**src/rtl/mod_swapchain_ctl.sv**
```systemverilog
// ---------------------------------------------------------------------------
// mod_swapchain_ctl
//
// Double-buffered modulation segment controller. A playback sampler runs the
// active segment while a request for the next segment is armed here; the swap
// happens when the armed condition fires. The swap can be immediate, at a
// system-time deadline, on a GPIO rising edge, or at the next sample-index
// wrap. The block also counts completed loops of the active segment and stops
// playback after a finite repetition count.
//
// Ports
//   clk              in   1   system clock, rising edge
//   rst              in   1   asynchronous active-high reset
//   update           in   1   pulse: new request on the inputs below
//   req_rd_segment   in   1   segment requested for playback
//   transition_mode  in   8   0x00 sync-idx, 0x01 sys-time, 0x02 gpio,
//                             0xFF immediate
//   transition_value in  64   sys-time deadline, or gpio pin in [1:0]
//   rep0, rep1       in  32   loop count per segment (all ones = infinite)
//   sys_time         in  64   free-running system time
//   gpio_in          in   4   asynchronous trigger pins
//   idx_wrap         in   1   pulse: sampler index wrapped to 0
//   segment          out  1   active segment
//   swap             out  1   pulse in the cycle segment changes/restarts
//   stop             out  1   active segment finished its repetitions
//   pending          out  1   a request is armed
//   loop_cnt         out 32   completed loops of the active segment
//   err              out  1   pulse: update carried an unsupported mode
// ---------------------------------------------------------------------------
module mod_swapchain_ctl (
  input  logic        clk,
  input  logic        rst,
  input  logic        update,
  input  logic        req_rd_segment,
  input  logic [7:0]  transition_mode,
  input  logic [63:0] transition_value,
  input  logic [31:0] rep0,
  input  logic [31:0] rep1,
  input  logic [63:0] sys_time,
  input  logic [3:0]  gpio_in,
  input  logic        idx_wrap,
  output logic        segment,
  output logic        swap,
  output logic        stop,
  output logic        pending,
  output logic [31:0] loop_cnt,
  output logic        err
);

  localparam logic [7:0]  MODE_SYNC_IDX  = 8'h00;
  localparam logic [7:0]  MODE_SYS_TIME  = 8'h01;
  localparam logic [7:0]  MODE_GPIO      = 8'h02;
  localparam logic [7:0]  MODE_IMMEDIATE = 8'hFF;
  localparam logic [31:0] REP_INFINITE   = 32'hFFFF_FFFF;

  typedef enum logic {
    ST_RUN  = 1'b0,
    ST_WAIT = 1'b1
  } state_t;

  state_t      state_r;

  // Armed request, captured on a supported update.
  logic        seg_l_r;
  logic [7:0]  mode_l_r;
  logic [63:0] value_l_r;
  logic [31:0] rep0_l_r;
  logic [31:0] rep1_l_r;

  // Repetition limit of the segment currently playing.
  logic [31:0] act_rep_r;

  // Two-flop synchronizer plus one history stage for edge detection.
  logic [3:0]  sync1_r;
  logic [3:0]  sync2_r;
  logic [3:0]  sync3_r;

  logic        mode_ok_s;
  logic        gpio_rise_s;
  logic        trigger_s;
  logic        rep_done_s;

  // Synchronize the GPIO pins; they are sampled continuously so that a pin
  // already high when a request arms does not look like a fresh edge.
  always_ff @(posedge clk or posedge rst) begin
    if (rst) begin
      sync1_r <= 4'd0;
      sync2_r <= 4'd0;
      sync3_r <= 4'd0;
    end else begin
      sync1_r <= gpio_in;
      sync2_r <= sync1_r;
      sync3_r <= sync2_r;
    end
  end

  // Classify the incoming transition mode.
  always_comb begin
    mode_ok_s = 1'b0;
    case (transition_mode)
      MODE_SYNC_IDX:  mode_ok_s = 1'b1;
      MODE_SYS_TIME:  mode_ok_s = 1'b1;
      MODE_GPIO:      mode_ok_s = 1'b1;
      MODE_IMMEDIATE: mode_ok_s = 1'b1;
      default:        mode_ok_s = 1'b0;
    endcase
  end

  // Rising edge on the GPIO pin selected by the armed request.
  always_comb begin
    gpio_rise_s = sync2_r[value_l_r[1:0]] & ~sync3_r[value_l_r[1:0]];
  end

  // Swap condition; only meaningful while a request is armed. A stopped
  // segment never wraps again, so sync-idx also fires on stop.
  always_comb begin
    trigger_s = 1'b0;
    if (state_r == ST_WAIT) begin
      case (mode_l_r)
        MODE_IMMEDIATE: trigger_s = 1'b1;
        MODE_SYS_TIME:  trigger_s = (sys_time >= value_l_r);
        MODE_GPIO:      trigger_s = gpio_rise_s;
        MODE_SYNC_IDX:  trigger_s = idx_wrap | stop;
        default:        trigger_s = 1'b0;
      endcase
    end else begin
      trigger_s = 1'b0;
    end
  end

  // A wrap at this count ends a finite segment.
  always_comb begin
    rep_done_s = (act_rep_r != REP_INFINITE) && (loop_cnt == act_rep_r);
  end

  // Request/swap FSM with loop counting and all registered outputs. The swap
  // uses the previously armed request while a coincident update re-arms.
  always_ff @(posedge clk or posedge rst) begin
    if (rst) begin
      state_r   <= ST_RUN;
      pending   <= 1'b0;
      segment   <= 1'b0;
      swap      <= 1'b0;
      stop      <= 1'b0;
      loop_cnt  <= 32'd0;
      err       <= 1'b0;
      act_rep_r <= REP_INFINITE;
      seg_l_r   <= 1'b0;
      mode_l_r  <= 8'h00;
      value_l_r <= 64'd0;
      rep0_l_r  <= 32'd0;
      rep1_l_r  <= 32'd0;
    end else begin
      swap <= 1'b0;
      err  <= 1'b0;

      if (trigger_s) begin
        // Swap wins over a coincident wrap: the wrap is not counted.
        segment   <= seg_l_r;
        swap      <= 1'b1;
        loop_cnt  <= 32'd0;
        stop      <= 1'b0;
        act_rep_r <= seg_l_r ? rep1_l_r : rep0_l_r;
        state_r   <= ST_RUN;
        pending   <= 1'b0;
      end else if (idx_wrap && !stop) begin
        if (rep_done_s) begin
          stop <= 1'b1;
        end else begin
          loop_cnt <= loop_cnt + 32'd1;
        end
      end

      if (update) begin
        if (mode_ok_s) begin
          seg_l_r   <= req_rd_segment;
          mode_l_r  <= transition_mode;
          value_l_r <= transition_value;
          rep0_l_r  <= rep0;
          rep1_l_r  <= rep1;
          state_r   <= ST_WAIT;
          pending   <= 1'b1;
        end else begin
          err <= 1'b1;
        end
      end
    end
  end

endmodule

```
**config.mk**
```make
export PLATFORM = sky130hd
export DESIGN_NAME = mod_swapchain_ctl
export DESIGN_NICKNAME = d
export VERILOG_FILES = /design/src/rtl/mod_swapchain_ctl.sv
export SDC_FILE = /design/constraint.sdc
export NUM_CORES = 1
export LEC_CHECK = 0
export CAP_MARGIN = 20
export CORE_ASPECT_RATIO = 0.75
export CORE_MARGIN = 1.5
export CORE_UTILIZATION = 55
export DETAILED_ROUTE_END_ITERATION = 10
export GPL_TIMING_DRIVEN = 0
export PLACE_DENSITY = 0.86
export SLEW_MARGIN = 10
export SYNTH_ARGS = -nofsm -noshare
export SYNTH_HDL_FRONTEND = slang
export SYNTH_SLANG_ARGS = --single-unit
```
**constraint.sdc**
```tcl
create_clock -name clk -period 15.98 [get_ports clk]
set_clock_uncertainty 0.15 [all_clocks]
set_input_delay 1.598 -clock clk [delete_from_list [all_inputs] [get_ports clk]]
set_output_delay 1.598 -clock clk [all_outputs]
set_load 0.02 [all_outputs]
```
* After elaboration in Yosys (flattened, before gate mapping) *
Cells that the tools add are included.

word-level totals
  word-level logic and storage cells = 65
  output and inout port bits = 37
  input port bits = 209
  bits in registers = 219

cells by class
  equal/unequal tests = 9
  $lt $le $gt $ge = 2
  mux-type cells = 23
  add/sub/neg operators = 1
  bitwise operators = 3
  reductions and logical operators = 11

operators with widths
  kind                                                                          count
  32-bit 2-to-1 mux                                                             4
  64-bit greater-or-equal comparator                                            1
  32-bit by 1-bit adder with 32-bit output, second input constant               1
  32-bit == test                                                                1
  32-bit inequality test, second input constant                                 1
  8-bit by 1-bit == test with 1-bit output, second input constant               2
  8-bit by 2-bit == test with 1-bit output, second input constant               2
  8-bit == test, second input constant                                          2
  8-bit logical NOT                                                             2
  1-bit 2-to-1 mux                                                              16
  2-bit AND reduction                                                           3
  1-bit binary-select mux with 2-bit select                                     2
  1-bit one-hot mux with 4 select lines                                         1
  2-bit nonzero test                                                            2
  4-bit OR reduction                                                            1
  2-bit by 3-bit less-than comparator with 1-bit output, second input constant  1
  1-bit logical AND                                                             2
  2-bit inequality test, second input constant                                  1
  1-bit AND                                                                     1
  1-bit logical NOT                                                             1
  1-bit NOT                                                                     1
  1-bit bitwise OR                                                              1

* Logic depth before layout (Yosys ltp) *
Gate-level depths: netlist of the first run.

  word-level depth = 9
  gate-level depth with buffers = 11
  depth with buffers taken out = 9

* Worst setup path after synthesis of the first run *
OpenSTA, ideal clock, no wires.

  kind = input -> register
  from = input port sys_time[62]
  to = register act_rep_r[10]
  setup time = 82 ps
  arrival time = 3,628 ps
  required time = 15,748 ps
  buffers on the path = 1
  cell stages on the path = 9
  path slack = 12,120 ps
  cells stage by stage = ha_1 -> nand4_1 -> nor4_1 -> and2_1 -> o31a_1 -> a41oi_1 -> a21oi_1 -> buf_2 -> mux2_2

between the ends
  word-level cells in the longest chain between the ends = 3

ends and longest elaborated chain
  what                                   RTL line  text
  start: declaration                     39        input logic [63:0] sys_time,
  64-bit greater-or-equal comparator     121       MODE_SYS_TIME: trigger_s = (sys_time >= value_l_r);
  1-bit one-hot mux with 4 select lines  119       case (mode_l_r)
  1-bit 2-to-1 mux                       118       if (state_r == ST_WAIT) begin
  end signal: assignment                 163       act_rep_r <= seg_l_r ? rep1_l_r : rep0_l_r;
  end: declaration                       71        logic [31:0] act_rep_r;

No other way between the ends.
A chain may end at the register's enable or synchronous reset.

* Worst setup path in the final report of the first run *
  from = input port sys_time[63]
  to = register loop_cnt[19]

between the ends
  word-level cells in the longest chain between the ends = 5
  elaborated cells between the ends (all ways) = 7
  classes of those cells = 1 x order compare; 1 x eq/ne; 3 x mux; 2 x reduce/logical

ends and longest elaborated chain
  what                                                                          RTL line  text
  64-bit greater-or-equal comparator *                                          121
  1-bit one-hot mux with 4 select lines *                                       119
  1-bit 2-to-1 mux *                                                            118
  net trigger_s                                                                 80        logic trigger_s;
  2-bit inequality test (no source line) or 2-bit nonzero test (tied branches)  --
  2-bit AND reduction (no source line)                                          --
  end signal: assignment                                                        170       loop_cnt <= loop_cnt + 32'd1;
  end: declaration                                                              46        output logic [31:0] loop_cnt,

Mark *: on every way through the listed nets, which the timed path passes. The rest lies on a longest branch.

==> results of run 1 <==
## power by group through the flow
stage | Sequential, mW | Combinational [mW] | Clock [mW]
final | 0.684 | 0.333 | 0.551
after CTS | 0.683 | 0.334 | 0.560
after global routing | 0.693 | 0.367 | 0.585
after detailed placement | 0.692 | 0.330 | 0
after floorplan | 0.687 | 0.190 | 0
after global placement | 0.688 | 0.315 | 0
## critical path: stages
cell and delay (ps):
clkdlybuf4s50_1 460, ha_1 330, nand4_1 170, nor4_1 580
and2_1 280, a41oi_1 250, a21oi_1 600, buf_2 360
buf_2 290, nor2_1 80
## layout by cell type (no fill, tap or decap), types with 3 or more instances in the layout
cell             count
ha_1                65
nand3_1             21
o21ai_0             14
or3_1                4
buf_1                3
dfrtp_1            187
and4_1               8
a21o_1               4
nand4_1             46
mux2_1               4
xor2_1              23
and2_1               7
mux2_2             192
nor3_1               8
clkdlybuf4s50_1    245
nand2_1             35
clkbuf_16           25
and3_1               7
nor3b_1              3
nor4_1               8
a21oi_1             32
inv_1               73
buf_2                8
clkinvlp_4           4
xnor2_1             34
nor2_1              37
clkbuf_1            26
dfstp_2             32
a211oi_1             3
o31ai_1              3
## area by class of cell
cell class	count	area share [%]
inverters	74	1.96
clock inverters	10	0.834
plain buffers	32	0.894
well taps	253	2.17
multi-input cells	582	34.4
clock buffers	32	4.62
repair buffers	247	17.2
flip-flops and latches	219	37.9
## cells by family (layout without fill, tap and decap cells)
| group | count (synthesis) | in the layout | share of synthesized area [%] |
|---|---|---|---|
| AND/OR/NAND/NOR | 190 | 190 | 9.19 |
| flip-flops | 219 | 219 | 50.5 |
| adder cells (fa/ha/maj) | 65 | 65 | 7.44 |
| multiplexers | 197 | 197 | 20.3 |
| XOR/XNOR | 57 | 57 | 4.57 |
| buffers and inverters | 106 | 395 | 3.73 |
| AO/OA/AOI/OAI | 73 | 73 | 4.28 |
## worst max-delay path by stage
stage	end	startpoint	depth (start not counted)	slack, ps
final	loop_cnt[19]	sys_time[63]	10	11200
after global placement	rep1_l_r[10]	rst	2	5510
after detailed placement	loop_cnt[20]	sys_time[63]	10	10730
after global routing	loop_cnt[20]	sys_time[63]	10	11010
after floorplan	err	rst	1	8290
after CTS	loop_cnt[11]	sys_time[63]	10	11240
## through the flow
step	cells	instance area, um2
final	1449	14600
after global routing	1449	14600
after CTS	1449	14600
after detailed placement	1407	13800
after global placement	1405	13700
after floorplan	907	10900
## sequential cells by signal, summed over array words and instances, names as in the netlist
| name | flops |
|---|---|
| value_l_r | 64 |
| stop | 1 |
| sync3_r | 4 |
| sync1_r | 4 |
| loop_cnt | 32 |
| pending | 1 |
| seg_l_r | 1 |
| state_r | 1 |
| sync2_r | 4 |
| segment | 1 |
| rep0_l_r | 32 |
| rep1_l_r | 32 |
| mode_l_r | 8 |
| act_rep_r | 32 |
| err | 1 |
| swap | 1 |
## layer usage
layer / vias up / GRT usage (%) / part of all wire (%)
li1: 3759 / - / -
met1: 3983 / 36.3 / 44
met2: 334 / 42.2 / 46
met3: 40 / 6.05 / 8.1
met4: 0 / 5.46 / 2.0
met5: - / 0 / 0
==> impl_metrics.env, run 1 <==
export IMPL_outcome="finished, final reports clean"
export IMPL_die_area_um2=20700
export IMPL_synth_warnings=0
export IMPL_cts_buffer_depth=3
export IMPL_reg2reg_slack_ps=12360
export IMPL_tightest_slew_ps=712
export IMPL_die_x_um=166
export IMPL_drc=0
export IMPL_wirelength_um=27000
export IMPL_ys_flop_type="dfrtp_1"
export IMPL_cp_required_ps=16220
export IMPL_power_switching_uw=427
export IMPL_power_share_clock_pct=35.1
export IMPL_post_cts_buffers=0
export IMPL_hold_class="flop to flop"
export IMPL_cp_end_kind="flop"
export IMPL_yosysMostFrequentCell="mux2_2"
export IMPL_fin_crit_sh_pct=29.9
export IMPL_netlist_instances=907
export IMPL_setup_slack_ps=11200
export IMPL_p_int_mw=1.14
export IMPL_max_slew_margin_rel_pct=52.6
export IMPL_yosys_area_top_type_share_pct=42.8
export IMPL_numCtsBuffers=23
export IMPL_overflow=0
export IMPL_seq_area_um2=5520
export IMPL_yosysTopAreaCell="dfrtp_1"
export IMPL_ys_seq_area_share_pct=50.5
export IMPL_cap_viol_max_count=0
export IMPL_cts_hold_fix_buffers=0
export IMPL_synth_edff_count=0
export IMPL_cts_tree="done"
export IMPL_clock_latency_ps=510
export IMPL_rows=44
export IMPL_place_gp_congestion=0.897
export IMPL_htree_levels=1
export IMPL_grt_pass1_wl_um=43400
export IMPL_io_buffers=245
export IMPL_die_h_um=125
export IMPL_postSynthAreaPerCell_um2=12.1
export IMPL_rr_endpoint="loop_cnt[19]"
export IMPL_worstHoldEndpoint="sync2_r[2]"
export IMPL_first_iter_violations=648
export IMPL_multiInputGateArea_um2=5000
export IMPL_io_pins=246
export IMPL_fin_hold_ws_ps=198
export IMPL_max_freq_ghz=0.209
export IMPL_report_final_slew_viol_count=0
export IMPL_path_clk_slew_ps=60
export IMPL_antenna_cells=0
export IMPL_synth_area_um2=10900
export IMPL_final_core_util_pct=74.9
export IMPL_r2r_start="value_l_r[63]"
export IMPL_finalSetupViolCount=0
export IMPL_min_path_cells=0
export IMPL_power_frac_seq_pct=43.6
export IMPL_grt_use_total_pct=26.2
export IMPL_final_antenna_net_count=0
export IMPL_rr_worst_depth=10
export IMPL_core_area_um2=19400
export IMPL_fill_cells=1264
export IMPL_cp_arrival_ps=5020
export IMPL_power_frac_comb_pct=21.3
export IMPL_fin_setup_tns_ps=0
export IMPL_ir_worst_vdd_mv=0.109
export IMPL_power_density_nw_per_um2=108
export IMPL_p_leak_nw=6.50
export IMPL_swShare_pct=27.2
export IMPL_synth_area_leaders="dfrtp_1, mux2_2, dfstp_2"
export IMPL_rsz0062_at_grt="no"
export IMPL_hold_start="sync1_r[2]"
export IMPL_dp_hpwl_um=20200
export IMPL_hold_violations=0
export IMPL_path_class="input port to flop"
export IMPL_grt_max_degree=87
export IMPL_layout_nets=1453
export IMPL_post_cts_resized=0
export IMPL_post_place_ws_ps=10730
export IMPL_syn_nets=1181
export IMPL_ys_seq_elements=219
export IMPL_wl_per_cell_um=18.6
export IMPL_viasPerCell=5.60
export IMPL_routed_via_count=8116
export IMPL_grt_pass1_vias=8354
export IMPL_synth_commonest_cells="mux2_2, dfrtp_1, inv_1"
export IMPL_async_reset_ff_share_pct=100
export IMPL_cp_start_kind="input port"
export IMPL_cts_root_buf="clkbuf_16"
export IMPL_dr_pass1_iters=5
export IMPL_worst_path_max_fanout=10
export IMPL_cts_sinks=219
export IMPL_syn2layout_area_growth_pct=33.2
export IMPL_initial_core_util_pct=56.2
export IMPL_layout_min_cycle_time_ps=4780
export IMPL_drive_gt1_share_pct=22.9
export IMPL_antenna_found_initial=0
export IMPL_power_mw=1.57
export IMPL_ys_types=46
Power figures use the tool's default switching activity.
==> run 2, diff against run 1 <==
--- a/config.mk
+++ b/config.mk
@@ -8,10 +8,10 @@
 export CAP_MARGIN = 20
 export CORE_ASPECT_RATIO = 0.75
 export CORE_MARGIN = 1.5
-export CORE_UTILIZATION = 55
+export CORE_UTILIZATION = 51
 export DETAILED_ROUTE_END_ITERATION = 10
 export GPL_TIMING_DRIVEN = 0
-export PLACE_DENSITY = 0.86
+export PLACE_DENSITY = 0.81
 export SLEW_MARGIN = 10
 export SYNTH_ARGS = -nofsm -noshare
 export SYNTH_HDL_FRONTEND = slang
==> constraint.sdc (replaced) <==
create_clock -name clk -period 4.66 [get_ports clk]
set_clock_uncertainty 0.15 [all_clocks]
set_input_delay 0.466 -clock clk [delete_from_list [all_inputs] [get_ports clk]]
set_output_delay 0.466 -clock clk [all_outputs]
set_load 0.02 [all_outputs]
==> impl_metrics.env, run 2 (synthesis gave the netlist of run 1 again) <==
export IMPL_grt_use_total_pct=24.6
export IMPL_cts_buffer_depth=3
export IMPL_overflow=0
export IMPL_core_area_um2=21100
export IMPL_max_freq_ghz=0.282
export IMPL_layout_nets=1458
export IMPL_final_antenna_net_count=0
export IMPL_largest_reg_flops=64
export IMPL_wl_per_cell_um=18.2
export IMPL_die_h_um=130
export IMPL_initial_core_util_pct=51.9
export IMPL_worstPathCellList="clkdlybuf4s50_1 > ha_1 > nand4_1 > nor4_1 > and2_1 > o31a_1 > a41oi_1 > a21oi_1 > buf_2 > buf_2 > nor2_1"
export IMPL_place_gp_congestion=0.870
export IMPL_slowest_stage="nor4_1"
export IMPL_cp_end_kind="flop"
export IMPL_post_place_ws_ps=565
export IMPL_rsz0062_at_grt="no"
export IMPL_grt_max_degree=37
export IMPL_syn2layout_area_growth_pct=34.7
export IMPL_fin_crit_sh_pct=76.2
export IMPL_fill_cells=1561
export IMPL_grt_pass1_vias=8100
export IMPL_rows=46
export IMPL_final_core_util_pct=69.9
export IMPL_cts_root_buf="clkbuf_16"
export IMPL_numCtsBuffers=23
export IMPL_die_x_um=172
export IMPL_ir_worst_vdd_mv=0.303
export IMPL_final_cell_area_um2=14700
export IMPL_report_final_slew_viol_count=0
export IMPL_cp_num_buf_inv=3
export IMPL_cp_required_ps=4900
export IMPL_antenna_cells=0
export IMPL_power_density_nw_per_um2=372
export IMPL_placed_area_um2=13900
export IMPL_wirelength_um=27100
export IMPL_post_cts_buffers=0
export IMPL_clock_latency_ps=510
export IMPL_cts_tree="done"
export IMPL_io_buffers=245
export IMPL_path_depth=11
export IMPL_cpPeakStageDelay_ps=580
export IMPL_cp_start_kind="input port"
export IMPL_cap_viol_max_count=0
export IMPL_max_slew_margin_rel_pct=50.0
export IMPL_largest_register="value_l_r"
export IMPL_final_cells=1489
export IMPL_rr_worst_depth=11
export IMPL_dpl_cell_count=1447
export IMPL_hold_violations=0
export IMPL_antenna_found_initial=0
export IMPL_routed_via_count=8019
export IMPL_drive_gt1_share_pct=23.6
export IMPL_finalSetupViolCount=0
export IMPL_p_leak_nw=6.57
export IMPL_cts_sinks=219
export IMPL_dp_hpwl_um=20700
export IMPL_layout_commonest_cell="clkdlybuf4s50_1"
export IMPL_outcome="finished, final reports clean"
export IMPL_reg2reg_slack_ps=1140
export IMPL_dr_pass1_iters=5
export IMPL_cts_hold_fix_buffers=0
export IMPL_drc=0
export IMPL_path_common_cell="buf_2"
export IMPL_path_class="input port to flop"
export IMPL_layout_min_cycle_time_ps=3550
export IMPL_final_cell_mix="clkdlybuf4s50_1, mux2_2, dfrtp_1"
export IMPL_viasPerCell=5.39
export IMPL_worst_path_max_fanout=10
export IMPL_path_clk_slew_ps=60
export IMPL_grt_pass1_wl_um=42600
export IMPL_htree_levels=1
export IMPL_cp_arrival_ps=3790
export IMPL_first_iter_violations=478
export IMPL_setup_slack_ps=1110
export IMPL_cp_top_family="buffers and inverters"
export IMPL_tightest_slew_ps=744
export IMPL_io_pins=246
export IMPL_die_area_um2=22300
export IMPL_power_mw=5.47
export IMPL_hold_class="input port to async pin"
export IMPL_post_cts_resized=0
## run 2: cell count changes in the layout (fill, tap and decap cells not counted), sizes merged
cell and delta:
clkinv +3, bufinv +2, buf +5, clkbuf -3, clkinvlp -2
## run 2: final timing paths
check	endpoint	start
worst min register to register	sync2_r[1]	sync1_r[1]
min in group clk	sync2_r[1]	sync1_r[1]
worst max register to register	loop_cnt[18]	value_l_r[63]
worst min-delay path	value_l_r[7]	rst
max in group asynchronous	act_rep_r[9]	rst
worst max-delay path	loop_cnt[18]	sys_time[59]
## run 2: area by class of cell
class / instances / area, um2 / area share, %
flip-flops and latches: 219 / 5520 / 37.5
multi-input cells: 582 / 5000 / 34.0
repair buffers: 252 / 2590 / 17.6
clock buffers: 29 / 648 / 4.40
well taps: 288 / 360 / 2.45
inverters: 74 / 282 / 1.91
clock inverters: 13 / 183 / 1.24
plain buffers: 32 / 130 / 0.884
## run 2: per-layer routing
metal	wire, um	vias up	track usage, %
li1	-	3785	-
met1	12400	3916	34.6
met2	12100	272	38.9
met3	1960	46	5.31
met4	671	0	6.29
met5	0	-	0
## run 2: metrics by stage
stage                     hold WS (ps)  TNS (ps)
after floorplan                    181         0
after global placement             184    -84720
after detailed placement           185         0
after CTS                         96.0         0
after global routing               121         0
final                              110         0
## run 2: where the power goes
| group | internal, mW | switching [mW] | total, mW |
|---|---|---|---|
| Clock | 1.21 | 0.774 | 1.99 |
| Combinational | 0.629 | 0.512 | 1.14 |
| Sequential | 2.16 | 0.180 | 2.34 |
| Total | 4.01 | 1.47 | 5.47 |
==> run 3, diff against run 2 <==
--- a/config.mk
+++ b/config.mk
@@ -8,10 +8,10 @@
 export CAP_MARGIN = 20
 export CORE_ASPECT_RATIO = 0.75
 export CORE_MARGIN = 1.5
-export CORE_UTILIZATION = 51
+export CORE_UTILIZATION = 46
 export DETAILED_ROUTE_END_ITERATION = 10
 export GPL_TIMING_DRIVEN = 0
-export PLACE_DENSITY = 0.81
+export PLACE_DENSITY = 0.77
 export SLEW_MARGIN = 10
 export SYNTH_ARGS = -nofsm -noshare
 export SYNTH_HDL_FRONTEND = slang
==> constraint.sdc (replaced) <==
create_clock -name clk -period 3.2 [get_ports clk]
set_clock_uncertainty 0.15 [all_clocks]
set_input_delay 0.32 -clock clk [delete_from_list [all_inputs] [get_ports clk]]
set_output_delay 0.32 -clock clk [all_outputs]
set_load 0.02 [all_outputs]
==> impl_metrics.env, run 3 (synthesis gave the netlist of run 1 again) <==
export IMPL_max_freq_ghz=0.328
export IMPL_power_frac_seq_pct=42.4
export IMPL_cts_tree="done"
export IMPL_cp_end_kind="flop"
export IMPL_wirelength_um=26800
export IMPL_cp_arrival_ps=3330
export IMPL_path_class="flop to flop"
export IMPL_dr_pass1_iters=6
export IMPL_max_slew_margin_rel_pct=52.5
export IMPL_cp_start_kind="flop"
export IMPL_drc=0
export IMPL_r2r_start="value_l_r[59]"
export IMPL_power_switching_mw=2.16
export IMPL_drive_gt1_share_pct=24.1
export IMPL_final_cells=1505
export IMPL_finalSetupViolCount=0
export IMPL_cp_required_ps=3480
export IMPL_endpoint="act_rep_r[2]"
export IMPL_grt_pass1_vias=8092
export IMPL_rr_worst_depth=10
export IMPL_die_h_um=136
export IMPL_worst_path_max_fanout=10
export IMPL_p_leak_nw=6.61
export IMPL_io_buffers=245
export IMPL_cts_root_buf="clkbuf_16"
export IMPL_die_x_um=181
export IMPL_syn2layout_area_growth_pct=35.5
export IMPL_routed_via_count=7955
export IMPL_cts_sinks=219
export IMPL_hold_class="input port to async pin"
export IMPL_fin_setup_tns_ps=0
export IMPL_outcome="finished, final reports clean"
export IMPL_ir_worst_vdd_mv=0.411
export IMPL_reg2reg_slack_ps=150
export IMPL_fill_cells=1792
export IMPL_layout_commonest_cell="clkdlybuf4s50_1"
export IMPL_layout_nets=1461
export IMPL_report_final_slew_viol_count=0
export IMPL_initial_core_util_pct=47.2
export IMPL_largest_register="value_l_r"
export IMPL_power_share_clock_pct=36.8
export IMPL_final_cell_mix="clkdlybuf4s50_1, mux2_2, dfrtp_1"
export IMPL_grt_pass1_wl_um=42800
export IMPL_fin_crit_sh_pct=95.4
export IMPL_final_antenna_net_count=0
export IMPL_dp_hpwl_um=20500
export IMPL_swShare_pct=26.7
export IMPL_numCtsBuffers=23
export IMPL_grt_use_total_pct=22.0
export IMPL_htree_levels=1
export IMPL_cts_buffer_depth=3
export IMPL_power_frac_comb_pct=20.7
export IMPL_first_iter_violations=453
export IMPL_cap_viol_max_count=0
export IMPL_clock_latency_ps=520
export IMPL_rows=48
export IMPL_largest_reg_flops=64
export IMPL_io_pins=246
export IMPL_dpl_cell_count=1458
export IMPL_p_int_mw=5.90
export IMPL_viasPerCell=5.29
export IMPL_die_area_um2=24700
export IMPL_rsz0062_at_grt="no"
export IMPL_power_density_nw_per_um2=544
export IMPL_rr_endpoint="act_rep_r[2]"
export IMPL_path_clk_slew_ps=60
export IMPL_cts_hold_fix_buffers=0
export IMPL_place_gp_congestion=0.881
export IMPL_layout_min_cycle_time_ps=3050
export IMPL_antenna_found_initial=1
export IMPL_grt_max_degree=40
export IMPL_hold_violations=0
export IMPL_overflow=0
export IMPL_wl_per_cell_um=17.8
export IMPL_crit_start="value_l_r[59]"
export IMPL_core_area_um2=23200
export IMPL_tightest_slew_ps=712
export IMPL_power_mw=8.06
## run 3: cell count changes in the layout (fill, tap and decap cells not counted), sizes merged
| cell | change |
|---|---|
| buf | +3 |
| bufinv | +1 |
| clkinv | -2 |
| clkinvlp | +1 |
| diode | +1 |
## run 3: power groups by stage
stage / logic [mW] / clock network [mW] / registers (mW)
6_report: 1.67 / 2.97 / 3.42
4_1_cts: 1.66 / 3.04 / 3.42
5_1_grt: 1.84 / 3.14 / 3.47
2_1_floorplan: 0.948 / 0 / 3.43
3_5_place_dp: 1.64 / 0 / 3.46
3_3_place_gp: 1.58 / 0 / 3.44
## run 3: how the worst min path moves through the flow
stage | startpoint | endpoint | slack [ps] | cells after the start
after floorplan | sync1_r[0] | sync2_r[0] | 180 | 0
after global placement | sync1_r[2] | sync2_r[2] | 180 | 0
after detailed placement | sync1_r[2] | sync2_r[2] | 180 | 0
after CTS | rst | rep0_l_r[27] | 60 | 2
after global routing | gpio_in[0] | sync1_r[0] | 70 | 1
final | rst | rep0_l_r[27] | 60 | 2
## run 3: area by class of cell
cell class                 instances  area (um2)  area share (%)
clock buffer                      29         638            4.31
timing repair buffer             255        2600            17.6
tap                              300         375            2.53
buffer                            32         134           0.904
clock inverter                    13         206            1.39
multi-input combinational        582        5050            34.1
sequential                       219        5520            37.3
inverter                          74         282            1.90
antenna                            1        2.50          0.0169
## run 3: worst max-delay path, cell delays in order, from the launching register on
cell and delay (ps):
dfrtp_1 340, inv_1 50, ha_1 300, nand4_1 240, nor4_4 380, and2_2 270, o31a_1 200, a41oi_4 70
a21oi_4 320, buf_2 300, mux2_2 360
## run 3: repair_timing
item,in CTS,in global routing
buffers inserted,0,4
gates resized for setup,4,8
pin swaps,0,3
setup endpoints to repair,68,62
## run 3: layer usage
layer	global-route usage [%]	vias to the layer above	share of wire, %
met5	0	-	0
met4	4.58	0	1.8
met3	4.10	31	6.1
met2	34.7	242	44
met1	31.8	3909	48
li1	-	3773	-
## run 3: metrics by stage
stage	instance area (um2)	setup WS [ps]	hold WS [ps]	utilization [%]
after floorplan	10900	-98.0	181	-
after global placement	13800	-1840	184	59.4
after detailed placement	13900	-805	185	59.9
after CTS	14800	1.24	59.3	63.6
after global routing	14800	8.51	71.1	63.9
final	14800	149	62.6	63.9
